<file path="src/rtl/rr_arbiter_mux_8x1.sv">
// Round-robin arbiter owning the select line of an 8:1 single-bit mux.
// One requester is granted at a time; a grant ends when its request drops or
// after MAX_HOLD cycles, followed by exactly one idle cycle before the next grant.
module rr_arbiter_mux_8x1 #(
  parameter int unsigned MAX_HOLD = 4
) (
  input  logic       clk,
  input  logic       rst,
  input  logic [7:0] req,
  input  logic [7:0] a,
  output logic [2:0] sel,
  output logic [7:0] gnt,
  output logic       busy,
  output logic       y
);

  localparam int unsigned CntW = (MAX_HOLD > 1) ? $clog2(MAX_HOLD) : 1;

  typedef enum logic [0:0] {StIdle, StBusy} state_e;

  state_e          r_state;
  logic [2:0]      r_sel;
  logic [7:0]      r_gnt;
  logic            r_busy;
  logic [CntW-1:0] r_cnt;
  logic [2:0]      r_ptr;

  logic [2:0]      w_win;
  logic            w_found;
  logic            w_release;

  // Circular first-set search over req starting at the priority pointer.
  always_comb begin
    logic [2:0] idx;
    w_win   = r_ptr;
    w_found = 1'b0;
    idx     = r_ptr;
    for (int i = 0; i < 8; i++) begin
      idx = r_ptr + 3'(i);
      if (!w_found && req[idx]) begin
        w_win   = idx;
        w_found = 1'b1;
      end
    end
  end

  // Grant ends on request drop or when the hold budget is spent.
  always_comb begin
    w_release = !req[r_sel] || (r_cnt == CntW'(MAX_HOLD - 1));
  end

  // Arbiter FSM with registered select, grant and busy.
  always_ff @(posedge clk) begin
    if (rst) begin
      r_state <= StIdle;
      r_sel   <= 3'd0;
      r_gnt   <= 8'd0;
      r_busy  <= 1'b0;
      r_cnt   <= '0;
      r_ptr   <= 3'd0;
    end else begin
      unique case (r_state)
        StIdle: begin
          if (w_found) begin
            r_state <= StBusy;
            r_sel   <= w_win;
            r_gnt   <= 8'd1 << w_win;
            r_busy  <= 1'b1;
            r_cnt   <= '0;
          end
        end
        StBusy: begin
          if (w_release) begin
            r_state <= StIdle;
            r_gnt   <= 8'd0;
            r_busy  <= 1'b0;
            r_cnt   <= '0;
            // 3-bit add wraps 7 back to 0.
            r_ptr   <= r_sel + 3'd1;
          end else begin
            r_cnt   <= r_cnt + CntW'(1);
          end
        end
        default: begin
          r_state <= StIdle;
        end
      endcase
    end
  end

  // Data path: granted requester's bit, forced low when idle.
  always_comb begin
    y = r_busy ? a[r_sel] : 1'b0;
  end

  assign sel  = r_sel;
  assign gnt  = r_gnt;
  assign busy = r_busy;

endmodule

</file>
<file path="config.mk">
export PLATFORM = sky130hd
export DESIGN_NAME = rr_arbiter_mux_8x1
export DESIGN_NICKNAME = d
export VERILOG_FILES = /design/src/rtl/rr_arbiter_mux_8x1.sv
export SDC_FILE = /design/constraint.sdc
export NUM_CORES = 1
export LEC_CHECK = 0
export ABC_AREA = 1
export BUFFER_PORTS_ARGS = -buffer_cell sky130_fd_sc_hd__buf_4
export CAP_MARGIN = 15
export CORE_ASPECT_RATIO = 1.5
export CORE_MARGIN = 3
export CORE_UTILIZATION = 48
export CTS_BUF_LIST = sky130_fd_sc_hd__clkbuf_4 sky130_fd_sc_hd__clkbuf_8 sky130_fd_sc_hd__clkbuf_16
export CTS_CLUSTER_SIZE = 24
export DETAILED_ROUTE_END_ITERATION = 10
export GPL_TIMING_DRIVEN = 0
export HOLD_SLACK_MARGIN = 0.03
export PLACE_DENSITY = 0.73
export SYNTH_ARGS = -nofsm -noshare
export SYNTH_HDL_FRONTEND = slang
export SYNTH_SLANG_ARGS = --single-unit
</file>
<file path="constraint.sdc">
create_clock -name clk -period 2.55 [get_ports clk]
set_input_delay 0.765 -clock clk [delete_from_list [all_inputs] [get_ports clk]]
set_output_delay 0.765 -clock clk [all_outputs]
set_load 0.02 [all_outputs]
</file>
==> flow_summary.ini, run 1 <==
[run_status]
status = finished, final reports clean

[sta]
fin_tns_setup_ps = 0
setup_viol = 0
min_period_over_period = 0.984
skew_ps = 3.25
rsz0062_at_grt = true
worst_slew_pin_slew_ps = 449
max_freq_mhz = 398
finalHoldViolCount = 0
drv_slew = 0
post-route-min-period_ps = 2510
timing.slew.headroom = 0.700

[die]
die-height_um = 78.6
dieWidth_um = 54.4
num_rows = 25
die-area_sq_mm = 0.00428
start_util = 0.519
ioPinCount = 31
fp.coreArea_sq_mm = 0.00325

[grt]
grt_pass1_vias = 1839
use_met3 = 0.0266
busiest_layer = met2
grt_pass1_wl_mm = 7.82
grt_overflow_total = 0
use_met1 = 0.258
antenna_found_initial = 0
use_met2 = 0.436
grt_max_degree = 15
grt_use_total = 0.238

[yosys]
ys_seq_area_frac = 0.213
synth.most_common_cell = nand2_1
synth_area_leaders = dfxtp_1, nand2_1, nand3_1
ys_top_cells_by_count = nand2_1, nand3_1, a21oi_1, dfxtp_1, nor2_1
synth_edf_count = 0
synthCells = 274
netlist.area_leader.share = 0.213
synth_top_area_cell = dfxtp_1
synthesis.area_sq_mm = 0.00169
ys_ff_latch = 18
syn_area_per_cell_sq_um = 6.16
synth_nets = 296
synthArstFlopShare = 0
synth_ff_type = dfxtp_1
synth_warnings = 0
ys_types = 32

[finish]
final_area_sq_mm = 0.00225
layout-drive-gt1-share = 0.360
nets = 340
syn2layout_area_growth_pct = 33.3
utilization = 0.692
diodes = 0

[cts]
hold_buffers = 0
ctsLongestPathBuffers = 2
cts_htree_levels = 1
cts_made_buffers = 3
insertion_delay_ps = 250
cts-root-buf = clkbuf_8
cts_tree = built
clock_sinks = 18
clkSlewWorstSetupHoldPaths_ps = 70

[worst_setup_path]
critical_path_class = flip-flop to flip-flop
cp-start-kind = flip-flop
end_kind = flip-flop
path_max_fanout = 8
cp.arrival_ps = 2700
cp-startpoint = r_ptr[0]
critPathRequiredTime_ps = 2740
timing.rr.start = r_ptr[0]

[placed_design]
placed_area_sq_mm = 0.00196
port-buffer-count = 30
dp_hpwl_mm = 3.62
place_congestion = 0.772

[flow_run]
cap_violations = 0

[detailed_routing]
wirelength_mm = 4.96
drc = 0
post_drt_via_cell_ratio = 5.46
drt-wirelength-per-cell_um = 13.9
vias = 1951
ant_nets = 0
dr.first_iter.drc_count = 51
drt_pass1_iterations = 4

[worst_hold_path]
hold_path_class = flip-flop to flip-flop
hp-start = gnt[2]
[cell families (layout without fill, tap and decap cells)]
group | after synthesis | after routing | share of synthesized area
fa+ha+maj | 4 | 4 | 0.0297
buf+inv | 33 | 76 | 0.0867
flops | 18 | 18 | 0.213
simple gates | 174 | 174 | 0.517
xor+xnor | 2 | 2 | 0.0104
compound gates | 43 | 43 | 0.142
[worst paths after layout]
| check | depth (start not counted) | slack, ps | endpoint |
|---|---|---|---|
| worst max register to register | 16 | 40 | gnt[2] |
| worst min register to register | 2 | 460 | gnt[2] |
| worst min-delay path | 2 | 460 | gnt[2] |
| worst max-delay path | 16 | 40 | gnt[2] |
[repair_timing]
action,in CTS,in global routing
endpoints found under the setup margin,16,11
buffers inserted,2,8
cloned,0,0
pin swaps,4,18
resized for setup,12,31
[worst max-delay path: stages, from the launching register on]
cell and delay [ps]:
dfxtp_2 340, buf_6 130, clkinv_8 70, ha_4 360, nand3_2 140, nand2_2 110, nand2_1 70, nand2_2 70
nand3_2 80, nor2_4 160, nand4_1 170, nor2_1 180, nor2_1 70, nand2_2 140, buf_6 120, nand4_1 80
a21oi_1 140
[placed cells by master (no fill, tap or decap), types with 8 or more instances in the layout]
master,instances
nand2_2,20
buf_4,41
dfxtp_1,16
nand4_1,8
nor2_1,16
nand2_1,71
o21ai_0,14
a21oi_1,17
nand3_2,10
inv_1,15
inv_2,8
nand3_1,31
[state kept, by name, summed over array words and instances, names as in the netlist]
signal / count
r_ptr: 3
r_cnt: 2
busy: 1
r_state: 1
gnt: 8
sel: 3
[routing by layer]
metal	up-vias	part of all wire
li1	1000	-
met2	43	0.55
met5	-	0
met1	895	0.39
met3	13	0.027
met4	0	0.025
[metrics by stage]
step                      hold slack [ps]  std cells  worst slack [ps]
final                                 460        357              39.8
after CTS                             466        349              17.6
after floorplan                       432        274              96.2
after detailed placement              455        344              -305
after global routing                  478        357              -178
after global placement                453        344              -284
[area by class of cell]
cell class                 instances  area (sq um)
buffer                             5          35.0
tap                               40          50.0
timing repair buffer              40           304
sequential                        18           365
clock buffer                       4          55.1
multi-input combinational        223          1320
inverter                          27           124
fill                             295          1000
Power of run 1 is not shown: default switching activity piles up to over one toggle a cycle in this logic, so the estimate is an artifact.
==> run 2, diff against run 1 <==
--- a/config.mk
+++ b/config.mk
@@ -5,7 +5,6 @@
 export SDC_FILE = /design/constraint.sdc
 export NUM_CORES = 1
 export LEC_CHECK = 0
-export ABC_AREA = 1
 export BUFFER_PORTS_ARGS = -buffer_cell sky130_fd_sc_hd__buf_4
 export CAP_MARGIN = 15
 export CORE_ASPECT_RATIO = 1.5
==> flow_summary.ini, run 2 <==
[yosys]
synth_nets = 196
ys_types = 55
ys_seq_area_frac = 0.203
synth_top_area_cell = dfxtp_1
syn_area_per_cell_sq_um = 10.2
synth_edf_count = 0
ys_top_cells_by_count = dfxtp_1, mux4_2, nor2_1, nand2_1
ys_ff_latch = 18
synthCells = 174
synth_warnings = 0
synth.most_common_cell = dfxtp_1
synthArstFlopShare = 0
synth_ff_type = dfxtp_1
synth_area_leaders = dfxtp_1, mux4_2, mux2i_1
netlist.area_leader.share = 0.203
synthesis.area_sq_mm = 0.00178

[grt]
grt_overflow_total = 0
antenna_found_initial = 0
grt_pass1_vias = 1893
grt_use_total = 0.243
grt_pass1_wl_mm = 8.57
grt_max_degree = 11

[worst_setup_path]
critical_path_class = flip-flop to flip-flop
crit_top_cell = buf_6
cp.buffers_inverters = 4
critPathTopFamily = simple AND/OR/NAND/NOR gates
path_cells = buf_6 -> buf_12 -> inv_8 -> ha_4 -> mux2i_1 -> mux4_2 -> a22oi_4 -> buf_6 -> a2111oi_2 -> or4_4 -> and3b_2 -> nor2b_4 -> a22o_1
critPathRequiredTime_ps = 2700
cp.arrival_ps = 3260
cp-startpoint = r_ptr[1]
path_max_fanout = 5
cpPeakStageDelay_ps = 550
end_kind = flip-flop
worst_r2r_path_depth = 13
timing.rr.start = r_ptr[1]
path_depth = 13
crit_slowest_cell = mux4_2
cp-start-kind = flip-flop

[die]
die-height_um = 80.5
fp.coreArea_sq_mm = 0.00348
num_rows = 26
die-area_sq_mm = 0.00448
ioPinCount = 31
start_util = 0.510
dieWidth_um = 55.7

[sta]
setup_viol = 15
post-route-min-period_ps = 3110
worst_hold_slack_ps = 475
rsz0062_at_grt = true
timing.slew.headroom = 0.648
drv_slew = 0
fin_tns_setup_ps = -6060
worst_slew_pin_slew_ps = 522
skew_ps = 5.33
min_period_over_period = 1.22
max_freq_mhz = 322
finalHoldViolCount = 0
setup_slack_ps = -556

[cts]
ctsLongestPathBuffers = 2
hold_buffers = 0
cts-root-buf = clkbuf_8
cts_htree_levels = 1
clock_sinks = 18
insertion_delay_ps = 260
clkSlewWorstSetupHoldPaths_ps = 70
cts_tree = built
cts_made_buffers = 3

[finish]
final_area_sq_mm = 0.00256
syn2layout_area_growth_pct = 44.1
layout-drive-gt1-share = 0.538
stdcell_count = 280
nets = 261
largest_reg_flops = 8
utilization = 0.735
diodes = 0
layout_commonest_cell = buf_4
final_cell_mix = buf_4, mux4_2, dfxtp_1

[detailed_routing]
ant_nets = 0
drt-wirelength-per-cell_um = 19.3
wirelength_mm = 5.41
post_drt_via_cell_ratio = 6.32
drt_pass1_iterations = 4
dr.first_iter.drc_count = 64
drc = 0
vias = 1770

[placed_design]
port-buffer-count = 30
pre_cts_ws_ps = -904
dp_hpwl_mm = 3.49
place_congestion = 0.879
dp_cells = 246
placed_area_sq_mm = 0.00210

[pwr]
total_power_mw = 2.07
ir_drop_mv = 0.724
power_density_mw_per_mm2 = 810
leakage_nw = 1.01

[worst_hold_path]
hold_depth = 1
hold_path_class = flip-flop to flip-flop
hp-start = gnt[6]

[flow_run]
cap_violations = 0

[run_status]
status = finished, violations left
violations = negative setup slack
run 2: kinds of logic (layout without fill, tap and decap cells):
| kind of cell | Yosys count | after routing | synth area share |
|---|---|---|---|
| AND/OR/NAND/NOR | 56 | 56 | 0.172 |
| AO/OA/AOI/OAI | 45 | 46 | 0.206 |
| multiplexers | 32 | 32 | 0.311 |
| flip-flops | 18 | 18 | 0.203 |
| buffers and inverters | 15 | 78 | 0.0500 |
| adder cells (fa/ha/maj) | 4 | 4 | 0.0282 |
| XOR/XNOR | 4 | 4 | 0.0303 |
run 2: routing by layer:
metal	global-route usage	part of all wire	wire (um)	up-vias
li1	-	-	-	814
met1	0.267	0.37	2000	857
met2	0.442	0.54	2940	76
met3	0.0305	0.046	247	23
met4	0.141	0.041	224	0
met5	0	0	0	-
run 2: worst reg2reg max path, cell delays in order (launching register included):
cell and delay (ps):
dfxtp_2 330, buf_6 110, buf_12 110, inv_8 30, ha_4 300, mux2i_1 100
mux4_2 550, a22oi_4 280, buf_6 140, a2111oi_2 40, or4_4 460, and3b_2 240
nor2b_4 120, a22o_1 200
run 2: final timing paths:
path             to  slack [ps]
max reg2reg  gnt[1]        -560
min          gnt[6]         470
max          gnt[1]        -560
min reg2reg  gnt[6]         470
run 2: cell type report:
cell class | count | area, sq um
multi-input combinational | 142 | 1490
fill | 231 | 921
timing repair buffer | 60 | 480
sequential | 18 | 363
buffer | 9 | 92.6
clock buffer | 4 | 55.1
tap | 42 | 52.6
inverter | 5 | 28.8
run 2: power by group:
part	switching, mW	internal (mW)
combinational	0.735	0.737
sequential	0.0431	0.327
clock	0.0946	0.137
run 2: what timing repair did:
action	CTS	global route
gates resized for setup	29	12
cloned	1	1
endpoints found under the setup margin	16	15
setup buffers	31	2
pin swaps	14	8
Note: power is estimated with default switching activity, not from simulation.
